File: config.mk
export PLATFORM = sky130hd
export DESIGN_NAME = irq_dispatch_flat
export DESIGN_NICKNAME = d
export VERILOG_FILES = /design/src/rtl/irq_pkg.sv /design/src/rtl/irq_dispatch_if.sv /design/src/rtl/irq_level_enc.sv /design/src/rtl/irq_dispatch.sv /design/src/flat_wrapper.sv
export SDC_FILE = /design/constraint.sdc
export NUM_CORES = 1
export LEC_CHECK = 0
export BUFFER_PORTS_ARGS = -buffer_cell sky130_fd_sc_hd__buf_2
export CORE_MARGIN = 1
export CORE_UTILIZATION = 30
export CTS_CLUSTER_DIAMETER = 100
export DETAILED_ROUTE_END_ITERATION = 10
export GPL_ROUTABILITY_DRIVEN = 0
export PLACE_DENSITY = 0.55
export SLEW_MARGIN = 20
export SYNTH_ARGS = -nofsm -noshare
export SYNTH_HDL_FRONTEND = slang
export SYNTH_SLANG_ARGS = --single-unit
File: constraint.sdc
create_clock -name clk -period 3.05 [get_ports clk]
set_input_delay 0.305 -clock clk [delete_from_list [all_inputs] [get_ports clk]]
set_output_delay 0.305 -clock clk [all_outputs]
set_load 0.01 [all_outputs]
File: src/rtl/irq_pkg.sv
// Shared types and constants for the interrupt vector dispatcher.
package irq_pkg;

  localparam int unsigned IRQ_W  = 4;
  localparam int unsigned MASK_W = 2;
  localparam int unsigned LVL_W  = 2;
  localparam int unsigned DATA_W = 8;
  localparam int unsigned ADDR_W = 24;
  localparam int unsigned PC_W   = 16;

  localparam int unsigned        IRQ_TIMEOUT_DEFAULT = 16;
  localparam logic [ADDR_W-1:0]  IRQ_VECTOR_BASE     = 24'h000000;

  typedef enum logic [2:0] {
    ST_IDLE  = 3'd0,
    ST_ACK   = 3'd1,
    ST_RD_LO = 3'd2,
    ST_RD_HI = 3'd3,
    ST_DONE  = 3'd4
  } irq_state_e;

  // Vector table byte address; the high byte sits one above and wraps at 24 bits.
  function automatic logic [ADDR_W-1:0] vec_addr(input logic [ADDR_W-1:0] base,
                                                 input logic [DATA_W-1:0] off,
                                                 input logic              hi);
    return base + ADDR_W'(off) + ADDR_W'(hi);
  endfunction

endpackage

File: src/rtl/irq_dispatch_if.sv
// CPU, interrupt controller and memory bus signals seen by the dispatcher.
interface irq_dispatch_if;
  import irq_pkg::*;

  logic [IRQ_W-1:0]  cpu_irq;
  logic [MASK_W-1:0] cpu_mask;
  logic              instr_boundary;
  logic [DATA_W-1:0] bus_data_in;
  logic              mem_ready;
  logic              cpu_iack;
  logic              bus_read;
  logic [ADDR_W-1:0] bus_address_out;
  logic              cpu_stall;
  logic [PC_W-1:0]   vector_pc;
  logic              vector_valid;
  logic [LVL_W-1:0]  taken_level;
  logic              bus_error;

  modport master (
    output cpu_irq, cpu_mask, instr_boundary, bus_data_in, mem_ready,
    input  cpu_iack, bus_read, bus_address_out, cpu_stall,
    input  vector_pc, vector_valid, taken_level, bus_error
  );

  modport slave (
    input  cpu_irq, cpu_mask, instr_boundary, bus_data_in, mem_ready,
    output cpu_iack, bus_read, bus_address_out, cpu_stall,
    output vector_pc, vector_valid, taken_level, bus_error
  );

endinterface

File: src/rtl/irq_level_enc.sv
// Request level encoder and mask compare. IRQ_DISPATCH_NMI_EN turns cpu_irq[3]
// into a non-maskable request reported as level 3; otherwise that bit is ignored.
module irq_level_enc
  import irq_pkg::*;
(
  input  logic [IRQ_W-1:0]  i_irq,
  input  logic [MASK_W-1:0] i_mask,
  input  logic              i_boundary,
  output logic [LVL_W-1:0]  o_level_c,
  output logic              o_accept_c
);

  logic [LVL_W-1:0] w_maskable_level;

  // Highest set bit among the maskable requests wins.
  always_comb begin
    w_maskable_level = '0;
    if (i_irq[2])      w_maskable_level = LVL_W'(3);
    else if (i_irq[1]) w_maskable_level = LVL_W'(2);
    else if (i_irq[0]) w_maskable_level = LVL_W'(1);
  end

`ifdef IRQ_DISPATCH_NMI_EN
  always_comb begin
    o_level_c  = w_maskable_level;
    o_accept_c = i_boundary && (w_maskable_level > i_mask);
    if (i_irq[3]) begin
      o_level_c  = LVL_W'(3);
      o_accept_c = i_boundary;
    end
  end
`else
  logic w_unused_nmi;
  assign w_unused_nmi = i_irq[3];

  always_comb begin
    o_level_c  = w_maskable_level;
    o_accept_c = i_boundary && (w_maskable_level > i_mask);
  end
`endif

endmodule

File: src/rtl/irq_dispatch.sv
// Interrupt dispatcher: acknowledge, fetch the 16-bit handler vector, report it.
// Optional NMI handling via IRQ_DISPATCH_NMI_EN (see irq_level_enc).
module irq_dispatch
  import irq_pkg::*;
#(
  parameter int unsigned       TIMEOUT_CYCLES = IRQ_TIMEOUT_DEFAULT,
  parameter logic [ADDR_W-1:0] VECTOR_BASE    = IRQ_VECTOR_BASE
) (
  input logic           clk,
  input logic           reset,
  input logic           clk_ce,
  irq_dispatch_if.slave bus
);

  localparam int unsigned      CNT_W    = (TIMEOUT_CYCLES > 1) ? $clog2(TIMEOUT_CYCLES) : 1;
  localparam logic [CNT_W-1:0] CNT_LAST = CNT_W'(TIMEOUT_CYCLES - 1);

  irq_state_e        r_state,  w_state;
  logic              r_iack,   w_iack;
  logic              r_read,   w_read;
  logic [ADDR_W-1:0] r_addr,   w_addr;
  logic              r_stall,  w_stall;
  logic [PC_W-1:0]   r_pc,     w_pc;
  logic              r_valid,  w_valid;
  logic [LVL_W-1:0]  r_level,  w_level;
  logic              r_err,    w_err;
  logic [DATA_W-1:0] r_offset, w_offset;
  logic [CNT_W-1:0]  r_cnt,    w_cnt;

  logic [LVL_W-1:0]  w_enc_level;
  logic              w_accept;

  irq_level_enc u_level_enc (
    .i_irq      (bus.cpu_irq),
    .i_mask     (bus.cpu_mask),
    .i_boundary (bus.instr_boundary),
    .o_level_c  (w_enc_level),
    .o_accept_c (w_accept)
  );

  // Next state and next registered outputs; pulses default low.
  always_comb begin
    w_state  = r_state;
    w_iack   = r_iack;
    w_read   = r_read;
    w_addr   = r_addr;
    w_stall  = r_stall;
    w_pc     = r_pc;
    w_level  = r_level;
    w_offset = r_offset;
    w_cnt    = r_cnt;
    w_valid  = 1'b0;
    w_err    = 1'b0;
    case (r_state)
      ST_IDLE: begin
        if (w_accept) begin
          w_state = ST_ACK;
          w_level = w_enc_level;
          w_stall = 1'b1;
          w_iack  = 1'b1;
        end
      end
      ST_ACK: begin
        w_iack   = 1'b0;
        w_offset = bus.bus_data_in;
        w_read   = 1'b1;
        w_addr   = vec_addr(VECTOR_BASE, bus.bus_data_in, 1'b0);
        w_cnt    = '0;
        w_state  = ST_RD_LO;
      end
      ST_RD_LO, ST_RD_HI: begin
        if (bus.mem_ready) begin
          w_cnt = '0;
          if (r_state == ST_RD_LO) begin
            w_pc[7:0] = bus.bus_data_in;
            w_addr    = vec_addr(VECTOR_BASE, r_offset, 1'b1);
            w_state   = ST_RD_HI;
          end else begin
            w_pc[15:8] = bus.bus_data_in;
            w_read     = 1'b0;
            w_addr     = '0;
            w_stall    = 1'b0;
            w_valid    = 1'b1;
            w_state    = ST_DONE;
          end
        end else if (r_cnt == CNT_LAST) begin
          // Memory never answered: abandon the dispatch and release the CPU.
          w_cnt   = '0;
          w_read  = 1'b0;
          w_addr  = '0;
          w_stall = 1'b0;
          w_err   = 1'b1;
          w_state = ST_IDLE;
        end else begin
          w_cnt = r_cnt + CNT_W'(1);
        end
      end
      ST_DONE: begin
        w_state = ST_IDLE;
      end
      default: begin
        w_state = ST_IDLE;
        w_iack  = 1'b0;
        w_read  = 1'b0;
        w_addr  = '0;
        w_stall = 1'b0;
      end
    endcase
  end

  always_ff @(posedge clk) begin
    if (clk_ce) begin
      if (reset) begin
        r_state  <= ST_IDLE;
        r_iack   <= 1'b0;
        r_read   <= 1'b0;
        r_addr   <= '0;
        r_stall  <= 1'b0;
        r_pc     <= '0;
        r_valid  <= 1'b0;
        r_level  <= '0;
        r_err    <= 1'b0;
        r_offset <= '0;
        r_cnt    <= '0;
      end else begin
        r_state  <= w_state;
        r_iack   <= w_iack;
        r_read   <= w_read;
        r_addr   <= w_addr;
        r_stall  <= w_stall;
        r_pc     <= w_pc;
        r_valid  <= w_valid;
        r_level  <= w_level;
        r_err    <= w_err;
        r_offset <= w_offset;
        r_cnt    <= w_cnt;
      end
    end
  end

  assign bus.cpu_iack        = r_iack;
  assign bus.bus_read        = r_read;
  assign bus.bus_address_out = r_addr;
  assign bus.cpu_stall       = r_stall;
  assign bus.vector_pc       = r_pc;
  assign bus.vector_valid    = r_valid;
  assign bus.taken_level     = r_level;
  assign bus.bus_error       = r_err;

endmodule

File: src/flat_wrapper.sv
// flat-port wrapper written by rule: the top's interface ports become plain ports
module irq_dispatch_flat import irq_pkg::*;
#(
  parameter int unsigned       TIMEOUT_CYCLES = IRQ_TIMEOUT_DEFAULT,
  parameter logic [ADDR_W-1:0] VECTOR_BASE    = IRQ_VECTOR_BASE
)
  (clk, reset, clk_ce, bus_cpu_irq, bus_cpu_mask, bus_instr_boundary, bus_bus_data_in, bus_mem_ready, bus_cpu_iack, bus_bus_read, bus_bus_address_out, bus_cpu_stall, bus_vector_pc, bus_vector_valid, bus_taken_level, bus_bus_error);
  irq_dispatch_if bus_i ();
  input logic clk;
  input logic reset;
  input logic clk_ce;
  input wire logic [$bits(bus_i.cpu_irq)-1:0] bus_cpu_irq;
  input wire logic [$bits(bus_i.cpu_mask)-1:0] bus_cpu_mask;
  input wire logic [$bits(bus_i.instr_boundary)-1:0] bus_instr_boundary;
  input wire logic [$bits(bus_i.bus_data_in)-1:0] bus_bus_data_in;
  input wire logic [$bits(bus_i.mem_ready)-1:0] bus_mem_ready;
  output wire logic [$bits(bus_i.cpu_iack)-1:0] bus_cpu_iack;
  output wire logic [$bits(bus_i.bus_read)-1:0] bus_bus_read;
  output wire logic [$bits(bus_i.bus_address_out)-1:0] bus_bus_address_out;
  output wire logic [$bits(bus_i.cpu_stall)-1:0] bus_cpu_stall;
  output wire logic [$bits(bus_i.vector_pc)-1:0] bus_vector_pc;
  output wire logic [$bits(bus_i.vector_valid)-1:0] bus_vector_valid;
  output wire logic [$bits(bus_i.taken_level)-1:0] bus_taken_level;
  output wire logic [$bits(bus_i.bus_error)-1:0] bus_bus_error;
  assign bus_i.cpu_irq = bus_cpu_irq;
  assign bus_i.cpu_mask = bus_cpu_mask;
  assign bus_i.instr_boundary = bus_instr_boundary;
  assign bus_i.bus_data_in = bus_bus_data_in;
  assign bus_i.mem_ready = bus_mem_ready;
  assign bus_cpu_iack = bus_i.cpu_iack;
  assign bus_bus_read = bus_i.bus_read;
  assign bus_bus_address_out = bus_i.bus_address_out;
  assign bus_cpu_stall = bus_i.cpu_stall;
  assign bus_vector_pc = bus_i.vector_pc;
  assign bus_vector_valid = bus_i.vector_valid;
  assign bus_taken_level = bus_i.taken_level;
  assign bus_bus_error = bus_i.bus_error;
  irq_dispatch #(.TIMEOUT_CYCLES(TIMEOUT_CYCLES), .VECTOR_BASE(VECTOR_BASE)) u_core (.clk(clk), .reset(reset), .clk_ce(clk_ce), .bus(bus_i));
endmodule
==> results.tsv <==
metric	value	unit
status	finished clean	
combinational share of power	10.8	%
R2R Setup Slk	1150	ps
Tcrit/Tclk final	62.2	%
Int Pwr	1.06	mW
Worst-path clk slew	100	ps
share of cells above drive strength 1	29.3	%
post-route ant nets	0	
worst r2r dst	u_core.bus.bus_address_out[6]$_SDFFCE_PP0P_	
most area-hungry cell type in the Yosys netlist	edfxtp_1	
Pwr per Cell Area	525	nW/µm²
Worst-Skew Late Latency	310	ps
worst r2r path cells	3	
H-tree depth	2	
drt first-iter violations	54	
antenna violations before repair	0	
gr ovfl total	0	
DIE AREA	7960	µm²
cells taking the most area after synthesis	edfxtp_1 62%, buf_4 4.9%, nor2b_1 2.7%	
post-synthesis compound-gate area fraction	9.82	%
CTS Buf Count	5	
metal2 WL	1910	µm
setup bufs post-CTS	0	
clock sinks	47	
fin. max-slew vios	0	
Met3 Wirelength	211	µm
CP Capture Point	u_core.bus.bus_address_out[6]$_SDFFCE_PP0P_	
DRT met1 WL	2170	µm
Die X	89.2	µm
Gate Count Post-Synth	178	
Yosys warnings	0	
Nets	251	
crit path max fanout	11	
Psw	0.346	mW
DRC viols	0	
RSZ-0062 raised after global routing	no	
vias per inst	4.41	
Yosys reg bits	47	
IO Port Bufs	49	
Post-synth EDFFs	47	
Post-Syn Area	2280	µm²
worst vdd ir	229	µV
relative slew slack	51.4	%
post-synthesis xor/xnor area fraction	1.92	%
Peak Freq	0.527	GHz
Yosys cell types	46	
max_cap viols	0	
largest net degree at the start of global routing	25	
row count	31	
final setup fails	0	
Tot GR Track Use	11.8	%
mux cell area share after synthesis	0	%
most common cell after layout, fill and taps aside	buf_2	
Mean Syn Cell Area	12.8	µm²
clock tree buffer depth	2	
CP endpoint kind	flop	
final setup skew	7.42	ps
Reg-to-Reg Start	u_core.r_state[1]$_SDFFCE_PP0P_	
Setup TNS	0	ps
DR pass1 iterations	4	
Ports	66	
max layer used	met4	
WL final	4360	µm
Switching Share	24.7	%
Worst Hold Class	in2reg	
initial core utilization	31.3	%
cell leakage power	1.03	nW
total core area	7290	µm²
via count	1446	
commonest cells after routing, fill and taps aside	49 x buf_2, 47 x edfxtp_1, 16 x nor2_1	
sequential element share of the synthesized area	61.9	%
# hold bufs at CTS	0	
post-layout util	36.7	%
Crit Path Category	reg2reg	
CTS Root Cell	clkbuf_8	
top cell type's share of synthesized area	61.9	%
final hold vios	0	
Clock power frac	34.0	%
Critical Path RT	3000	ps
crit path from	u_core.r_state[1]$_SDFFCE_PP0P_	
post-DP HPWL	3180	µm
first-pass GRT wire length	6800	µm
area grow syn2layout	17.2	%
Worst EP arrival	1850	ps
diode count	0	
Tmin final	1900	ps
drt wl/cell	13.3	µm
die height	89.2	µm
sequential power share	55.1	%
post-synthesis async set-or-reset flop share	0	%
startpoint type of the worst setup path	flop	
main combinational cell family by area after synthesis	simple AND/OR/NAND/NOR gates	
adder-cell area share of the yosys netlist	2.19	%
Main synth FF type	edfxtp_1	
post_cts resized	0	
CTS tree	built	
simple-gate share of the synthesized area	16.2	%
vias in the first global route	1339	
Slew @ Worst Pin	726	ps
## sequential cells by signal, indices dropped and copies added (netlist names)
register,count
u_core.r_cnt,4
u_core.bus.taken_level,2
u_core.bus.bus_read,1
u_core.bus.vector_valid,1
u_core.bus.bus_address_out,9
u_core.r_offset,8
u_core.r_state,3
u_core.bus.bus_error,1
u_core.bus.cpu_iack,1
u_core.bus.vector_pc,16
u_core.bus.cpu_stall,1
## power by group through the flow
| stage | Sequential, mW | Combinational [mW] | Clock [mW] |
|---|---|---|---|
| after global placement | 0.788 | 0.153 | 0 |
| after global routing | 0.779 | 0.171 | 0.510 |
| final | 0.774 | 0.152 | 0.477 |
| after CTS | 0.774 | 0.155 | 0.486 |
| after floorplan | 0.794 | 0.105 | 0 |
| after detailed placement | 0.788 | 0.153 | 0 |
## metal layers
metal	vias to the layer above	global-route usage, %
met5	-	0
met4	0	4.33
met3	6	2.86
met1	669	16.5
met2	49	17.7
li1	722	-
## Yosys cell counts, drive strengths merged, types with 2 or more instances
| library cell | number |
|---|---|
| or2 | 2 |
| xnor2 | 2 |
| clkbuf | 3 |
| nor2 | 16 |
| nand3b | 2 |
| a22oi | 2 |
| o21a | 4 |
| o211ai | 2 |
| xor2 | 3 |
| nor3 | 3 |
| nand3 | 6 |
| edfxtp | 47 |
| o21ai | 7 |
| a211oi | 3 |
| a21oi | 6 |
| inv | 7 |
| nand2b | 3 |
| nor4bb | 2 |
| nand2 | 8 |
| buf | 18 |
| ha | 4 |
| nor2b | 10 |
## metrics by stage
step | power [mW] | area (µm²) | setup WS (ps) | hold slack [ps] | instances
2_1_floorplan | 0.899 | 2330 | 1300 | 417 | 192
3_3_place_gp | 0.941 | 2560 | 1020 | 580 | 320
3_5_place_dp | 0.942 | 2560 | 986 | 586 | 320
4_1_cts | 1.41 | 2670 | 1140 | 302 | 328
5_1_grt | 1.46 | 2670 | 1060 | 332 | 328
6_report | 1.40 | 2670 | 1150 | 305 | 328
## worst min path at each step
stage,from,end,slack (ps),cells past startpoint
6_report,bus_bus_data_in[4],u_core.bus.bus_address_out[4]$_SDFFCE_PP0P_,310,3
5_1_grt,bus_bus_data_in[4],u_core.bus.bus_address_out[4]$_SDFFCE_PP0P_,330,3
4_1_cts,bus_bus_data_in[4],u_core.bus.bus_address_out[4]$_SDFFCE_PP0P_,300,3
3_5_place_dp,u_core.r_cnt[0]$_SDFFCE_PP0P_,u_core.r_cnt[0]$_SDFFCE_PP0P_,590,1
3_3_place_gp,u_core.r_cnt[0]$_SDFFCE_PP0P_,u_core.r_cnt[0]$_SDFFCE_PP0P_,580,1
2_1_floorplan,clk_ce,u_core.bus.bus_error$_SDFFCE_PP0P_,420,0
## cells by family (layout without fill, tap and decap cells)
group | count (synthesis) | after routing
compound gates | 31 | 31
fa+ha+maj | 4 | 4
flops | 47 | 47
buf+inv | 28 | 65
xor+xnor | 5 | 5
simple gates | 62 | 62
other cells | 1 | 15
## final cells by class
class | instances | area, µm²
Tap cell | 99 | 124
Clock buffer | 5 | 68.8
Inverter | 7 | 26.3
Multi-Input combinational cell | 117 | 744
Sequential cell | 47 | 1410
Clock inverter | 3 | 46.3
Fill cell | 763 | 4620
Timing Repair Buffer | 50 | 253
## critical path: stages (launching register included)
cell,delay (ps)
edfxtp_1,570
or4b_4,300
o21ai_2,80
nor2_1,590
Note: power is estimated with default switching activity, not from simulation.
